$ cat src/rtl/txfifo_frame_reader.sv
// Drains length-prefixed frames from the TX data FIFO and presents them to the
// MAC as a valid/ready word stream with SOP, EOP and byte enables.
//
// state | meaning
// IDLE  | no frame open; pops the next header as soon as the FIFO has data
// HDR   | header word is on q this cycle; decode the length
// DATA  | fetching payload words into the 2-entry output buffer
// DRAIN | discarding the payload of an oversize frame
module txfifo_frame_reader #(
    parameter int WIDTH   = 256,
    parameter int MAX_LEN = 9600
) (
    input  logic             clk,
    input  logic             reset_,
    input  logic             rdempty,
    input  logic [WIDTH-1:0] q,
    output logic             rdreq,
    input  logic             tx_ready,
    output logic             tx_valid,
    output logic [WIDTH-1:0] tx_data,
    output logic [31:0]      tx_be,
    output logic             tx_sop,
    output logic             tx_eop,
    output logic [31:0]      frame_cnt,
    output logic [15:0]      err_cnt,
    output logic             err_pulse,
    output logic             busy
);

    localparam logic [1:0]  ST_IDLE   = 2'd0;
    localparam logic [1:0]  ST_HDR    = 2'd1;
    localparam logic [1:0]  ST_DATA   = 2'd2;
    localparam logic [1:0]  ST_DRAIN  = 2'd3;
    localparam logic [13:0] MAX_LEN_W = 14'(MAX_LEN);

    logic [1:0]       state_q, state_d;
    logic [9:0]       rem_q, rem_d;
    logic [31:0]      last_be_q, last_be_d;
    logic             first_q, first_d;
    logic             rd_vld_q, rd_vld_d;
    logic             rd_sop_q, rd_sop_d;
    logic             rd_eop_q, rd_eop_d;
    logic [31:0]      rd_be_q, rd_be_d;
    logic [WIDTH-1:0] buf_data_q [2];
    logic [WIDTH-1:0] buf_data_d [2];
    logic [31:0]      buf_be_q [2];
    logic [31:0]      buf_be_d [2];
    logic             buf_sop_q [2];
    logic             buf_sop_d [2];
    logic             buf_eop_q [2];
    logic             buf_eop_d [2];
    logic             wr_ptr_q, wr_ptr_d;
    logic             rd_ptr_q, rd_ptr_d;
    logic [1:0]       cnt_q, cnt_d;
    logic [31:0]      frame_cnt_q, frame_cnt_d;
    logic [15:0]      err_cnt_q, err_cnt_d;
    logic             err_pulse_q, err_pulse_d;

    logic [13:0] hdr_len;
    logic [14:0] hdr_sum;
    logic [9:0]  hdr_words;
    logic [31:0] hdr_be;
    logic        buf_pop;
    logic        head_eop;
    logic [2:0]  fill;
    logic        room;
    logic        err_evt;

    assign hdr_len   = q[13:0];
    assign hdr_sum   = {1'b0, hdr_len} + 15'd31;
    assign hdr_words = hdr_sum[14:5];
    assign hdr_be    = (hdr_len[4:0] == 5'd0) ? 32'hFFFF_FFFF
                                              : ((32'd1 << hdr_len[4:0]) - 32'd1);

    assign tx_valid = (cnt_q != 2'd0);
    assign buf_pop  = tx_valid && tx_ready;
    assign head_eop = buf_eop_q[rd_ptr_q];

    // Count this cycle's pop so a steady stream sustains one word per cycle.
    assign fill = {1'b0, cnt_q} + {2'b00, rd_vld_q} - {2'b00, buf_pop};
    assign room = (fill < 3'd2);

    always_comb begin
        state_d   = state_q;
        rem_d     = rem_q;
        last_be_d = last_be_q;
        first_d   = first_q;
        rd_vld_d  = 1'b0;
        rd_sop_d  = rd_sop_q;
        rd_eop_d  = rd_eop_q;
        rd_be_d   = rd_be_q;
        rdreq     = 1'b0;
        err_evt   = 1'b0;
        case (state_q)
            ST_IDLE: begin
                if (!rdempty) begin
                    rdreq   = 1'b1;
                    state_d = ST_HDR;
                end
            end
            ST_HDR: begin
                if (hdr_len == 14'd0) begin
                    err_evt = 1'b1;
                    state_d = ST_IDLE;
                end else if (hdr_len > MAX_LEN_W) begin
                    rem_d   = hdr_words;
                    state_d = ST_DRAIN;
                end else begin
                    rem_d     = hdr_words;
                    last_be_d = hdr_be;
                    first_d   = 1'b1;
                    state_d   = ST_DATA;
                end
            end
            ST_DATA: begin
                if (!rdempty && room) begin
                    rdreq    = 1'b1;
                    rd_vld_d = 1'b1;
                    rd_sop_d = first_q;
                    rd_eop_d = (rem_q == 10'd1);
                    rd_be_d  = (rem_q == 10'd1) ? last_be_q : 32'hFFFF_FFFF;
                    first_d  = 1'b0;
                    rem_d    = rem_q - 10'd1;
                    if (rem_q == 10'd1) begin
                        state_d = ST_IDLE;
                    end
                end
            end
            ST_DRAIN: begin
                if (!rdempty) begin
                    rdreq = 1'b1;
                    rem_d = rem_q - 10'd1;
                    if (rem_q == 10'd1) begin
                        err_evt = 1'b1;
                        state_d = ST_IDLE;
                    end
                end
            end
            default: state_d = ST_IDLE;
        endcase
    end

    // Words land in the buffer the cycle after their rdreq, carrying the tags
    // computed when the read was issued.
    always_comb begin
        for (int i = 0; i < 2; i++) begin
            buf_data_d[i] = buf_data_q[i];
            buf_be_d[i]   = buf_be_q[i];
            buf_sop_d[i]  = buf_sop_q[i];
            buf_eop_d[i]  = buf_eop_q[i];
        end
        wr_ptr_d = wr_ptr_q;
        rd_ptr_d = rd_ptr_q;
        if (rd_vld_q) begin
            buf_data_d[wr_ptr_q] = q;
            buf_be_d[wr_ptr_q]   = rd_be_q;
            buf_sop_d[wr_ptr_q]  = rd_sop_q;
            buf_eop_d[wr_ptr_q]  = rd_eop_q;
            wr_ptr_d             = ~wr_ptr_q;
        end
        if (buf_pop) begin
            rd_ptr_d = ~rd_ptr_q;
        end
        cnt_d = cnt_q + {1'b0, rd_vld_q} - {1'b0, buf_pop};
    end

    always_comb begin
        frame_cnt_d = frame_cnt_q + {31'd0, buf_pop && head_eop};
        err_cnt_d   = err_cnt_q;
        if (err_evt && (err_cnt_q != 16'hFFFF)) begin
            err_cnt_d = err_cnt_q + 16'd1;
        end
        err_pulse_d = err_evt;
    end

    always_ff @(posedge clk or negedge reset_) begin
        if (!reset_) begin
            state_q     <= ST_IDLE;
            rem_q       <= '0;
            last_be_q   <= '0;
            first_q     <= 1'b0;
            rd_vld_q    <= 1'b0;
            rd_sop_q    <= 1'b0;
            rd_eop_q    <= 1'b0;
            rd_be_q     <= '0;
            for (int i = 0; i < 2; i++) begin
                buf_data_q[i] <= '0;
                buf_be_q[i]   <= '0;
                buf_sop_q[i]  <= 1'b0;
                buf_eop_q[i]  <= 1'b0;
            end
            wr_ptr_q    <= 1'b0;
            rd_ptr_q    <= 1'b0;
            cnt_q       <= '0;
            frame_cnt_q <= '0;
            err_cnt_q   <= '0;
            err_pulse_q <= 1'b0;
        end else begin
            state_q     <= state_d;
            rem_q       <= rem_d;
            last_be_q   <= last_be_d;
            first_q     <= first_d;
            rd_vld_q    <= rd_vld_d;
            rd_sop_q    <= rd_sop_d;
            rd_eop_q    <= rd_eop_d;
            rd_be_q     <= rd_be_d;
            buf_data_q  <= buf_data_d;
            buf_be_q    <= buf_be_d;
            buf_sop_q   <= buf_sop_d;
            buf_eop_q   <= buf_eop_d;
            wr_ptr_q    <= wr_ptr_d;
            rd_ptr_q    <= rd_ptr_d;
            cnt_q       <= cnt_d;
            frame_cnt_q <= frame_cnt_d;
            err_cnt_q   <= err_cnt_d;
            err_pulse_q <= err_pulse_d;
        end
    end

    assign tx_data   = tx_valid ? buf_data_q[rd_ptr_q] : '0;
    assign tx_be     = tx_valid ? buf_be_q[rd_ptr_q] : '0;
    assign tx_sop    = tx_valid && buf_sop_q[rd_ptr_q];
    assign tx_eop    = tx_valid && head_eop;
    assign frame_cnt = frame_cnt_q;
    assign err_cnt   = err_cnt_q;
    assign err_pulse = err_pulse_q;
    assign busy      = (state_q != ST_IDLE) || (cnt_q != 2'd0);

endmodule

$ cat config.mk
export PLATFORM = sky130hd
export DESIGN_NAME = txfifo_frame_reader
export DESIGN_NICKNAME = d
export VERILOG_FILES = /design/src/rtl/txfifo_frame_reader.sv
export SDC_FILE = /design/constraint.sdc
export NUM_CORES = 1
export LEC_CHECK = 0
export CORE_MARGIN = 1
export CORE_UTILIZATION = 45
export DETAILED_ROUTE_END_ITERATION = 8
export PLACE_DENSITY_LB_ADDON = 0.3
export REMOVE_ABC_BUFFERS = 1
export SLEW_MARGIN = 0
export SYNTH_ARGS = -nofsm -noshare
export SYNTH_HDL_FRONTEND = slang
export SYNTH_SLANG_ARGS = --single-unit
$ cat constraint.sdc
create_clock -name clk -period 3.4 [get_ports clk]
set_clock_uncertainty 0.05 [all_clocks]
set_input_delay 0.68 -clock clk [delete_from_list [all_inputs] [get_ports clk]]
set_output_delay 0.68 -clock clk [all_outputs]
set_load 0.02 [all_outputs]
Word level (Yosys, flattened, before mapping)

Cells that the tools add are included.

Output and inout port bits: 342
Register bits after elaboration: 713
Word-level logic and storage cells: 124

Reduce and logical (&&, ||, !) cells: 22
Muxes and demuxes: 49
Add/subtract/negate cells: 9
Eq/ne operators: 10
Bitwise operators: 6
Shifts and indexed selects: 1
Order comparisons: 5

Operator list:

| operator                                                              | number |
|---|---|
| 256-bit 2-to-1 mux                                                    | 5 |
| 512-bit bitwise mux                                                   | 1 |
| 256-bit demux with 1-bit select                                       | 1 |
| 32-bit 2-to-1 mux                                                     | 7 |
| 64-bit bitwise mux                                                    | 1 |
| 32-bit by 1-bit adder with 32-bit output                              | 1 |
| 32-bit demux with 1-bit select                                        | 1 |
| 1-bit by 5-bit << shifter with 32-bit output (first input constant)   | 1 |
| 32-bit by 1-bit subtractor with 32-bit output (second input constant) | 1 |
| 10-bit 2-to-1 mux                                                     | 3 |
| 10-bit one-hot mux with 3 select lines                                | 1 |
| 1-bit 2-to-1 mux                                                      | 17 |
| 16-bit by 1-bit adder with 16-bit output (second input constant)      | 1 |
| 16-bit inequality test (second input constant)                        | 1 |
| 14-bit by 5-bit adder with 15-bit output (second input constant)      | 1 |
| 14-bit greater-than comparator (second input constant)                | 1 |
| 14-bit logical NOT                                                    | 1 |
| 10-bit by 1-bit == test with 1-bit output (second input constant)     | 1 |
| 2-bit 2-to-1 mux                                                      | 5 |
| 2-bit inequality test (second input constant)                         | 5 |
| 10-bit by 1-bit subtractor with 10-bit output (second input constant) | 1 |
| 2-bit one-hot mux with 4 select lines                                 | 1 |
| 4-bit AND reduction                                                   | 2 |
| 1-bit logical AND                                                     | 7 |
| 23 further kinds                                                      | 35 |

Longest topological paths before layout

Gate-level depths: netlist of the first run.

Word-level depth: 7
Mapped depth: 12
Gate-level depth less buffers: 11

Worst setup path before layout of the first run

Ideal clock, no wire load.

Path kind: input-to-output
Start: input port tx_ready
End: output port rdreq
Slack: -0.184 ns
Data arrival time: 2.854 ns
Path buffers: 2
Stages on the path: 11
Cell sequence: nor2b_1 -> ha_1 -> inv_1 -> ha_1 -> fa_1 -> xnor2_1 -> nor4b_2 -> buf_2 -> buf_2 -> nor2_1 -> nor2_1

Cells in the longest elaborated chain, start to end: 6

Ends and longest elaborated chain:

| item                                                  | RTL line | RTL |
|---|---|---|
| start: declaration                                    | 18       | `input logic tx_ready,` |
| 1-bit logical AND                                     | 76       | `assign buf_pop = tx_valid && tx_ready;` |
| 3-bit by 1-bit subtractor with 3-bit output           | 80       | `assign fill = {1'b0, cnt_q} + {2'b00, rd_vld_q} - {2'b00, buf_pop};` |
| 3-bit by 2-bit less-than comparator with 1-bit output | 81       | `assign room = (fill < 3'd2);` |
| 1-bit logical AND                                     | 116      | `if (!rdempty && room) begin` |
| 1-bit 2-to-1 mux                                      | 116      |  |
| 1-bit one-hot mux with 2 select lines                 | 94       | `case (state_q)` |
| end: declaration                                      | 17       | `output logic rdreq,` |

No other way between the ends.

Final worst setup path of the first run

Start: register cnt_q[1]
End: output port rdreq

Cells in the longest elaborated chain, start to end: 7

Ends and longest elaborated chain:

| item                                                  | RTL line | RTL |
|---|---|---|
| start: declaration                                    | 54       | `logic [1:0] cnt_q, cnt_d;` |
| start signal: assignment                              | 213      | `cnt_q <= cnt_d;` |
| 2-bit nonzero test                                    | 75       | `assign tx_valid = (cnt_q != 2'd0);` |
| 1-bit logical AND                                     | 76       |  |
| via buf_pop                                           | 63       | `logic buf_pop;` |
| 3-bit by 1-bit subtractor with 3-bit output           | 80       |  |
| 3-bit by 2-bit less-than comparator with 1-bit output | 81       |  |
| 1-bit logical AND                                     | 116      |  |
| 1-bit 2-to-1 mux                                      | 116      |  |
| 1-bit one-hot mux with 2 select lines                 | 94       |  |

The timed path passes the listed nets, and every way through them passes these cells.

==> results of run 1 <==
where the power goes:
group | switching (uW) | internal, uW | leakage (uW)
Clock | 3490 | 5010 | 0.00127
Sequential | 1870 | 11900 | 0.00891
Combinational | 9610 | 9550 | 0.00967
Total | 15000 | 26400 | 0.0198
state kept, by name, summed over array words and instances, names as in the netlist:
signal	count
rd_vld_q	1
buf_eop_q	2
rd_sop_q	1
rd_eop_q	1
buf_be_q	64
cnt_q	2
err_pulse	1
buf_sop_q	2
wr_ptr_q	1
frame_cnt	32
rd_be_q	32
last_be_q	32
rem_q	10
first_q	1
err_cnt	16
buf_data_q	512
state_q	2
rd_ptr_q	1
path summary, 6_finish.rpt:
path                               start         endpoint  slack (ns)  cells past startpoint
max                             cnt_q[1]            rdreq       -0.27                     11
min                               reset_  buf_data_q[414]        0.04                      1
max reg2reg                     cnt_q[1]         rem_q[9]        0.15                     15
min reg2reg                frame_cnt[31]    frame_cnt[31]        0.43                      1
max in group asynchronous         reset_   buf_data_q[58]        2.26                      3
min in group clk                tx_ready     frame_cnt[0]        0.38                      3
layer usage:
| metal | global-route usage [%] | routed length (um) | vias to the layer above |
|---|---|---|---|
| met3 | 4.29 | 3650 | 176 |
| met4 | 8.78 | 3190 | 2 |
| li1 | - | - | 10029 |
| met1 | 29.9 | 36400 | 11464 |
| met5 | 0 | 8 | - |
| met2 | 41.4 | 45100 | 570 |
cells in the mapped netlist (6+ instances only):
cell      count
clkbuf_1     83
o22a_1       34
ha_1         13
xnor2_1      39
nand4_1      13
a31oi_1      21
buf_2        80
o21ai_0      24
nor2b_1       6
dfrtp_1     713
nand2_1      35
inv_1        18
nor3_1       17
nor2_1      342
a21oi_1      23
mux2_2      583
xor2_1       16
and3_1       11
mux2i_1     292
and4_1        7
nand2b_1      6
nand3_1      41
final cells by class:
class	count	area, um^2	share of cell area (%)
diodes	10	25.0	0.0586
clock buffers	105	2150	5.04
clock inverters	34	418	0.979
inverters	18	67.6	0.158
multi-input cells	1597	13600	31.8
flip-flops and latches	713	17800	41.8
well taps	940	1180	2.75
repair buffers	695	7450	17.4
logic make-up after synthesis:
family,Yosys count
xor+xnor,55
mux,877
simple gates,506
compound gates,145
flops,713
fa+ha+maj,14
buf+inv,188
repair_timing:
| action | CTS | global route |
|---|---|---|
| gates cloned | 7 | 2 |
| setup buffers | 5 | 2 |
| endpoints found under the setup margin | 234 | 130 |
| resized for setup | 25 | 50 |
| pin swaps | 1 | 5 |
metrics by stage:
step | instance area [um^2] | TNS, ns | std cells
after floorplan | 31400 | -7683.71 | 2328
after global placement | 39600 | -14.31 | 3947
after detailed placement | 39600 | -14.61 | 3947
after CTS | 42500 | -0.222 | 4098
after global routing | 42700 | -0.567 | 4109
final | 42700 | -0.273 | 4112
==> summary.txt, run 1 <==
Run status
  • Outcome: complete, but fails checks
  • Violated checks: negative setup slack

Floorplan
  • Die Height: 269 um
  • Die Area: 72500 um^2
  • Die X: 269 um
  • Row cnt: 97
  • Ports: 602
  • Initial Util: 45.7%
  • Core area: 70400 um^2

Global route
  • Pin count of the biggest net entering global routing: 85
  • Number of global-route vias before repair: 23.7k
  • First-pass GRT wire length: 138000 um
  • GRT Util Overall: 23.9%
  • Remaining Overflow, GRT: 0
  • Antenna violations before repair: 9

Synth
  • Synth Cell Area: 32200 um^2
  • Asr flop ratio synth: 100%
  • Synthesis warning total: 0
  • Syn avg cell area: 12.9 um^2
  • Main synth FF type: dfrtp_1
  • Mapped Cells: 2498
  • Post-Synth Simple-Gate Area: 7.09%
  • Synth cell types: 63
  • Number of enable flip-flop cells after synthesis: 0
  • Yosys reg bits: 713
  • Adder-cell share of the synthesized area: 0.568%
  • Synth Area in Compound Gates: 3.23%
  • Synth top area share: 55.5%
  • Xor/xnor share of the synthesized area: 1.50%
  • Synth area leader: dfrtp_1
  • Combinational family with the most area after synthesis: multiplexers
  • Synth top area cells: dfrtp_1, mux2_2, mux2i_1, nor2_1, buf_2
  • Post-synthesis mux area share: 29.6%
  • Seq/Total Area, Yosys: 55.5%

Worst setup path
  • Startpoint Class: register
  • Worst Setup Path Type: reg2out
  • Buf/Inv on CP: 2
  • Critical Path Max Stage Delay: 0.42 ns
  • Critical Path RT: 2.67 ns
  • CP top delay family: adder cells
  • Slowest-stage cell, CP: dfrtp_1
  • Crit Path Max Fanout: 2
  • Crit end category: output port
  • CP Data Arrival Time: 2.94 ns
  • Crit path top cell by count: nor2_1
  • Crit-path cells: nor2_4 -> nor2b_2 -> ha_1 -> inv_1 -> ha_2 -> fa_2 -> xnor2_4 -> nor4b_4 -> nor2_1 -> nor2_1 -> buf_4

STA
  • Setup ws final: -0.273 ns
  • Final setup vio count: 1
  • Slew HR: 33.8%
  • Worst slew pin tran: 0.994 ns
  • Final Critical Period: 3.67 ns
  • Final Hold Slack: 0.0373 ns
  • RSZ-0062 raised after global routing: yes
  • Final hold violations: 0
  • Final period utilization: 108%
  • Peak Freq: 272 MHz
  • Slew Viols, Final: 0

Clock tree
  • Hold buffer count at CTS: 0
  • Clk sinks: 713
  • Bufs on Longest Clock Path: 3
  • CTS tree: done
  • Max H-tree Level: 3
  • Clock root buffer: clkbuf_16
  • CTS buffer count: 77
  • Reg clk slew, reported paths: 0.06 ns
  • Worst-Skew Late Latency: 0.62 ns

Layout
  • Commonest cells after routing, fill and taps aside: dfrtp_1, mux2_2, clkdlybuf4s50_1, nor2_1, mux2i_1
  • Most common cell after layout, fill and taps aside: dfrtp_1
  • Area grow syn2layout: 32.8%
  • Util after Layout: 60.7%
  • Nets: 3376
  • Share of cells above drive strength 1: 26.4%
  • # fillers: 5471

Place
  • # port buffers: 601
  • Routability Congestion: 0.863
  • Post-place setup slack: -0.683 ns
  • HPWL after DPL: 58800 um

Run
  • Max Cap Violations: 0

Route
  • Final ANT Viol Nets: 0
  • First-pass iteration count of the detailed router: 7
  • Drt via density: 5.41
  • Starting DRT DRC Count: 1230
  • Via count: 22.2k
  • DR WL/cell: 21.5 um
  • Routed wire length: 88400 um
  • DRC: 0

Power and ir drop
  • Pleak: 0.0198 uW
  • Power Dens Cells: 969 nW/um^2
  • Total power: 41400 uW
  • VDD IR max: 0.000694 V

Min path
  • Worst hold path class: in2async
No activity file was read; power rests on OpenSTA's default activity.
==> run 2, diff against run 1 <==
--- a/config.mk
+++ b/config.mk
@@ -8,6 +8,7 @@
 export CORE_MARGIN = 1
 export CORE_UTILIZATION = 45
 export DETAILED_ROUTE_END_ITERATION = 8
+export GPL_ROUTABILITY_DRIVEN = 1
 export PLACE_DENSITY_LB_ADDON = 0.3
 export REMOVE_ABC_BUFFERS = 1
 export SLEW_MARGIN = 0
==> results of run 2 <==
Same layout as run 1: the final DEF is identical, and so are final timing and power.
